[src/rtl/instr_reg_sequencer.sv]
// rtl/instr_reg_sequencer.sv - arbitrating write sequencer and read port for the 32-entry instruction register
package instr_reg_sequencer_pkg;
    localparam int IRS_OPW = 4;
    localparam int IRS_DW  = 32;

    typedef struct packed {
        logic [IRS_OPW-1:0]       opcode;
        logic signed [IRS_DW-1:0] operand_a;
        logic signed [IRS_DW-1:0] operand_b;
    } instruction_t;
endpackage

module instr_reg_sequencer
    import instr_reg_sequencer_pkg::instruction_t;
#(
    parameter int DEPTH = 32,
    parameter int AW    = 5,
    parameter int OPW   = 4,
    parameter int DW    = 32
) (
    input  logic                 clk,
    input  logic                 reset_n,
    input  logic                 flush,
    input  logic                 req0_valid,
    output logic                 req0_ready,
    input  logic [OPW-1:0]       req0_opcode,
    input  logic signed [DW-1:0] req0_operand_a,
    input  logic signed [DW-1:0] req0_operand_b,
    input  logic                 req1_valid,
    output logic                 req1_ready,
    input  logic [OPW-1:0]       req1_opcode,
    input  logic signed [DW-1:0] req1_operand_a,
    input  logic signed [DW-1:0] req1_operand_b,
    output logic                 load_en,
    output logic [OPW-1:0]       opcode,
    output logic signed [DW-1:0] operand_a,
    output logic signed [DW-1:0] operand_b,
    output logic [AW-1:0]        write_pointer,
    output logic [AW-1:0]        read_pointer,
    input  instruction_t         instruction_word,
    output logic                 rd_valid,
    input  logic                 rd_ready,
    output instruction_t         rd_word,
    output logic [AW:0]          count,
    output logic                 full,
    output logic                 empty
);

    localparam logic [0:0] IDLE = 1'b0;
    localparam logic [0:0] LOAD = 1'b1;

    logic [0:0] state;
    logic       last_grant;
    logic       grant;
    logic       accept;
    logic       commit;
    logic       rd_fire;

    // With both requesters valid, the one that did not win last time goes next.
    assign grant  = (req0_valid && req1_valid) ? ~last_grant : req1_valid;
    assign accept = (state == IDLE) && !flush && !full && (req0_valid || req1_valid);

    assign req0_ready = accept && !grant;
    assign req1_ready = accept && grant;

    assign full     = (count == (AW+1)'(DEPTH));
    assign empty    = (count == '0);
    assign rd_valid = !empty;
    assign rd_word  = instruction_word;

    assign commit  = (state == LOAD) && !flush;
    assign rd_fire = rd_ready && rd_valid && !flush;

    always_ff @(posedge clk or negedge reset_n) begin
        if (!reset_n) begin
            state         <= IDLE;
            last_grant    <= 1'b1;
            load_en       <= 1'b0;
            opcode        <= '0;
            operand_a     <= '0;
            operand_b     <= '0;
            write_pointer <= '0;
            read_pointer  <= '0;
            count         <= '0;
        end else if (flush) begin
            // An in-flight write still lands in the register but is never counted.
            state         <= IDLE;
            load_en       <= 1'b0;
            write_pointer <= '0;
            read_pointer  <= '0;
            count         <= '0;
        end else begin
            if (accept) begin
                state      <= LOAD;
                load_en    <= 1'b1;
                last_grant <= grant;
                opcode     <= grant ? req1_opcode    : req0_opcode;
                operand_a  <= grant ? req1_operand_a : req0_operand_a;
                operand_b  <= grant ? req1_operand_b : req0_operand_b;
            end else if (state == LOAD) begin
                state         <= IDLE;
                load_en       <= 1'b0;
                write_pointer <= write_pointer + AW'(1);
            end

            if (rd_fire) begin
                read_pointer <= read_pointer + AW'(1);
            end

            if (commit && !rd_fire) begin
                count <= count + (AW+1)'(1);
            end else if (!commit && rd_fire) begin
                count <= count - (AW+1)'(1);
            end
        end
    end

endmodule

[config.mk]
export PLATFORM = sky130hd
export DESIGN_NAME = instr_reg_sequencer
export DESIGN_NICKNAME = d
export VERILOG_FILES = /design/src/rtl/instr_reg_sequencer.sv
export SDC_FILE = /design/constraint.sdc
export NUM_CORES = 1
export LEC_CHECK = 0
export BUFFER_PORTS_ARGS = -buffer_cell sky130_fd_sc_hd__clkbuf_2
export CAP_MARGIN = 15
export CORE_AREA = 10 10 134 136
export DETAILED_ROUTE_END_ITERATION = 6
export DIE_AREA = 0 0 144 146
export PLACE_DENSITY = 0.65
export SYNTH_ARGS = -nofsm -noshare
export SYNTH_HDL_FRONTEND = slang
export SYNTH_SLANG_ARGS = --single-unit
[constraint.sdc]
create_clock -name clk -period 3.05 [get_ports clk]
set_clock_uncertainty 0.05 [all_clocks]
set_input_delay 0.305 -clock clk [delete_from_list [all_inputs] [get_ports clk]]
set_output_delay 0.305 -clock clk [all_outputs]
set_load 0.005 [all_outputs]
Word level (Yosys, flattened, before mapping). Index checks and enable logic that the tools add are counted.

Register bits after elaboration: 87. Input bits: 210. Output and inout bits: 158. Logic and storage cells: 60.

Add/subtract/negate cells: 4. Eq/ne operators: 2. Muxes and demuxes: 17. Bitwise gates (word level): 3. Reduce and logical (&&, ||, !) cells: 25.

Operators with widths (count): 2-to-1 mux 32 bit (2); 2-to-1 mux 5 bit (5); 2-to-1 mux 6 bit (3); logical AND 1 bit (11); adder 5 x 1 -> 5 bit, second input constant (2); adder 6 x 1 -> 6 bit, second input constant (1); == test 6 bit, second input constant (1); logical NOT 1 bit (6); logical NOT 6 bit (1); 2-to-1 mux 1 bit (6); nonzero test 3 bit (2); subtractor 6 x 1 -> 6 bit, second input constant (1); 2-to-1 mux 4 bit (1); AND reduction 2 bit (2); nonzero test 2 bit (2); inverter 1 bit (3); inequality test 2 bit, second input constant (1); logical OR 1 bit (1).

Logic depth before layout (Yosys ltp).
Word-level depth: 8. Mapped depth: 9. Mapped depth without buffers: 9.

Least setup slack after synthesis. OpenSTA, ideal clock, no wires.

Kind: reg-to-reg. Start: reg count[0]. End: reg count[5]. Setup time: 0.101 ns. Arrival: 2.527 ns. Data required time: 2.899 ns. Setup slack: 0.372 ns. Stages on the path, launching flop included: 9. Buffers on the path: 0. Period minus slack after synthesis: 2.678 ns. Cell sequence: dfrtp_1 > or3_1 > o21ai_4 > nand2b_1 > ha_1 > and3_1 > a221oi_1 > mux2i_1 > nor4_1.

Word-level cells in the longest chain between the ends: 8. Elaborated cells between the ends (all ways): 13. Classes of those cells: add/sub (2); mux (3); reduce/logical (8).

Ends and longest elaborated chain: start, declared (RTL line 44) `output logic [AW:0] count,`; start signal, assigned (RTL line 111) `count <= count + (AW+1)'(1);`; start signal, assigned (RTL line 113) `count <= count - (AW+1)'(1);`; parallel branches: the longest is 8 deep, another holds subtractor 6 x 1 -> 6 bit.

Several ways; the timed one is not identified. The select of a mux whose other input is x is not followed. A chain may end at the register's enable or synchronous reset.

Worst setup path after layout.
Start: reg count[3]. End: reg count[5].

Same word-level chain as after synthesis.

==> flow_metrics.env <==
export IMPL_required_ps=3240
export IMPL_internal_power_mw=3.26
export IMPL_max_freq_ghz=0.362
export IMPL_die_y_um=146
export IMPL_wl_per_cell_um=17.3
export IMPL_crit_arrival_ps=2950
export IMPL_place_ws_ps=292
export IMPL_grt_antenna_before_repair=0
export IMPL_rsz0062_at_grt="false"
export IMPL_hold_viol_final=0
export IMPL_top_layer="met4"
export IMPL_critPathMaxFanout=6
export IMPL_track_usage=0.136
export IMPL_cp_slowest_cell="or3_1"
export IMPL_netlist_top_cells_area="dfrtp_1 (46%), nand2_1 (11%), buf_4 (11%), a22oi_1 (9.7%), a22oi_2 (2.1%)"
export IMPL_clkPwrFrac=0.235
export IMPL_first_iter_violations=138
export IMPL_crit_chain="or3_1, o21ai_4, nand2b_1, ha_1, and3_1, a221oi_1, mux2i_1, nor4_1"
export IMPL_grt_ovfl_total=0
export IMPL_via_count=3971
export IMPL_ys_seq_area_frac=0.463
export IMPL_clk_pin_slew_ps=70
export IMPL_powerDensity_nw_per_um2=846
export IMPL_dpl_cell_area_um2=5560
export IMPL_yosys_warnings=0
export IMPL_hp_class="primary input to register"
export IMPL_max_stage_delay_ps=490
export IMPL_detail_route_antenna_nets=0
export IMPL_syn_nets=705
export IMPL_initial_core_util=0.304
export IMPL_met1_length_um=5610
export IMPL_setup_ws_ps=288
export IMPL_synth_ff_type="dfrtp_1"
export IMPL_core_area_um2=15500
export IMPL_fin_nets=866
export IMPL_path_class="register to register"
export IMPL_yosysTopAreaCell="dfrtp_1"
export IMPL_fin_util=0.380
export IMPL_path_buf_inv=0
export IMPL_drcViolationCount=0
export IMPL_cts_inserted_buffers=9
export IMPL_avgSynthCellArea_um2=9.63
export IMPL_dp_hpwl_um=11100
export IMPL_htree_levels=3
export IMPL_die_w_um=144
export IMPL_die_area_um2=21000
export IMPL_synth_most_common_cell="nand2_1"
export IMPL_cts_tree="built"
export IMPL_viasPerCell=4.70
export IMPL_cp_start_kind="register"
export IMPL_run_status="finished clean"
export IMPL_slew_viol_final=0
export IMPL_netlist_cell_type_count=48
export IMPL_design_area_um2=5890
export IMPL_syn_instance_count=488
export IMPL_grt_max_degree=88
export IMPL_finalCriticalPeriod_ps=2760
export IMPL_switching_share=0.345
export IMPL_drive_above_1_share=0.426
export IMPL_seq_power_share=0.385
export IMPL_crit_family="simple AND/OR/NAND/NOR gates"
export IMPL_io_pins=368
export IMPL_grt_pass1_vias=4194
export IMPL_max_slew_margin=0.587
export IMPL_yosys_register_bits=87
export IMPL_port_buffers=231
export IMPL_place_gp_congestion=0.790
export IMPL_grt_pass1_wl_um=22600
export IMPL_power_switching_mw=1.72
export IMPL_clock_latency_ps=340
export IMPL_worst_pin_slew_ps=620
export IMPL_synthTopCellsByCount="nand2_1 (139), dfrtp_1 (86), buf_4 (68), a22oi_1 (61), nor2_1 (16)"
export IMPL_met2_length_um=6920
export IMPL_syn_to_final_growth_pct=25.2
export IMPL_clock_path_buffers=2
export IMPL_cts_sinks=87
export IMPL_antennaDiodeCount=0
export IMPL_cap_violations=0
export IMPL_p_leak_nw=3.17
export IMPL_fillers=1595
export IMPL_async_flop_share=1.00
export IMPL_final_setup_viol_count=0
export IMPL_fin_setup_tns_ps=0
export IMPL_fin_crit_sh=0.906
export IMPL_routed_wl_um=14600
export IMPL_cts_root_buf="clkbuf_16"
export IMPL_peakVddDrop_uv=324
export IMPL_synthesis_area_um2=4700
export IMPL_combPwrFrac=0.380
export IMPL_dr_wl_met3_um=1700
export IMPL_drt_first_pass_iters=4
export IMPL_std_cell_rows=46
export IMPL_yosysTopAreaCellShare=0.458
export IMPL_synth_edf_count=0
export IMPL_post_cts_buffers=0
export IMPL_crit_path_end_kind="register"
-- worst reg2reg max path: stages (launching register included) --
cell	delay, ps
dfrtp_1	450
or3_1	490
o21ai_4	160
nand2b_1	150
ha_1	370
and3_1	220
a221oi_1	360
mux2i_1	120
nor4_1	270
-- stage by stage --
step	total power, mW	cells	hold slack [ps]
after CTS	5.07	845	81.1
final	4.98	845	99.1
after floorplan	3.00	488	-40.6
after detailed placement	3.86	829	345
after global routing	5.37	845	82.4
after global placement	3.84	829	342
-- power by group through the flow --
stage / clock [mW] / sequential (mW) / combinational, mW
final: 1.17 / 1.92 / 1.89
after detailed placement: 0 / 1.93 / 1.93
after global placement: 0 / 1.93 / 1.91
after floorplan: 0 / 1.94 / 1.06
after global routing: 1.26 / 1.98 / 2.14
after CTS: 1.22 / 1.92 / 1.93
-- path summary, 6_finish.rpt --
kind,endpoint,cells past startpoint,slack (ps),startpoint
setup / recovery,count[5]$_DFFE_PN0P_,8,290,count[3]$_DFFE_PN0P_
hold / removal,operand_b[14]$_DFFE_PN0P_,3,100,req0_operand_b[14]
setup reg to reg,count[5]$_DFFE_PN0P_,8,290,count[3]$_DFFE_PN0P_
hold reg to reg,operand_a[16]$_DFFE_PN0P_,2,460,operand_a[16]$_DFFE_PN0P_
max in group asynchronous,last_grant$_DFFE_PN1P_,3,2080,reset_n
min in group asynchronous,count[4]$_DFFE_PN0P_,3,510,reset_n
-- kinds of logic (layout without fill, tap and decap cells) --
kind of cell               count (synthesis)  in the layout  synth area share
buffers and inverters                    101            266             0.149
AOI/OAI and AO/OA                         90             90             0.160
xor gates and xnor gates                   9              9            0.0208
and+or+nand+nor                          185            185             0.166
adders and majority gates                  7              7            0.0202
muxes                                      9              9            0.0205
DFF                                       87             87             0.463
-- state kept, by name (all words and copies together), names as in the netlist --
signal,cells
operand_b,32
state,1
write_pointer,5
load_en,1
operand_a,32
count,6
read_pointer,5
opcode,4
last_grant,1
-- layout by cell type (no fill, tap or decap), types with 2 or more instances in the layout --
cell,netlist,layout
or3_1,3,2
clkinv_2,0,2
nand2b_1,3,3
and2_1,2,2
inv_1,7,7
a22oi_1,61,61
and3_1,3,3
buf_12,0,3
nor3_1,3,3
a21o_1,3,3
clkbuf_16,0,9
o21ai_0,3,3
mux2i_1,4,4
mux2_1,4,4
nand3b_1,2,2
ha_1,6,6
bufinv_16,0,2
nor2b_1,7,7
a22oi_2,8,8
nand4_1,2,2
clkbuf_2,0,230
xor2_1,7,7
nor2_1,16,16
dfrtp_1,86,86
buf_4,68,10
o211ai_1,2,2
nand2_1,139,139
-- final cells by class --
type / count / area, um2 / share of cell area
Multi-Input combinational cell: 300 / 1830 / 0.312
Inverter: 7 / 26.3 / 0.00446
Tap cell: 192 / 240 / 0.0408
Clock buffer: 9 / 225 / 0.0383
Sequential cell: 87 / 2180 / 0.370
Clock inverter: 6 / 86.3 / 0.0147
Timing Repair Buffer: 244 / 1300 / 0.220
-- metal layers --
layer / GRT usage / vias to the layer above
met1: 0.146 / 1834
met4: 0.0582 / 0
met3: 0.0695 / 35
met2: 0.218 / 195
li1: - / 1907
met5: 0 / -
-- what timing repair did --
item,in CTS,in global routing
resized for setup,0,1
endpoints found under the setup margin,0,1
endpoints found under the hold margin,86,0
hold buffers,1,0
No activity file was read; power rests on OpenSTA's default activity.
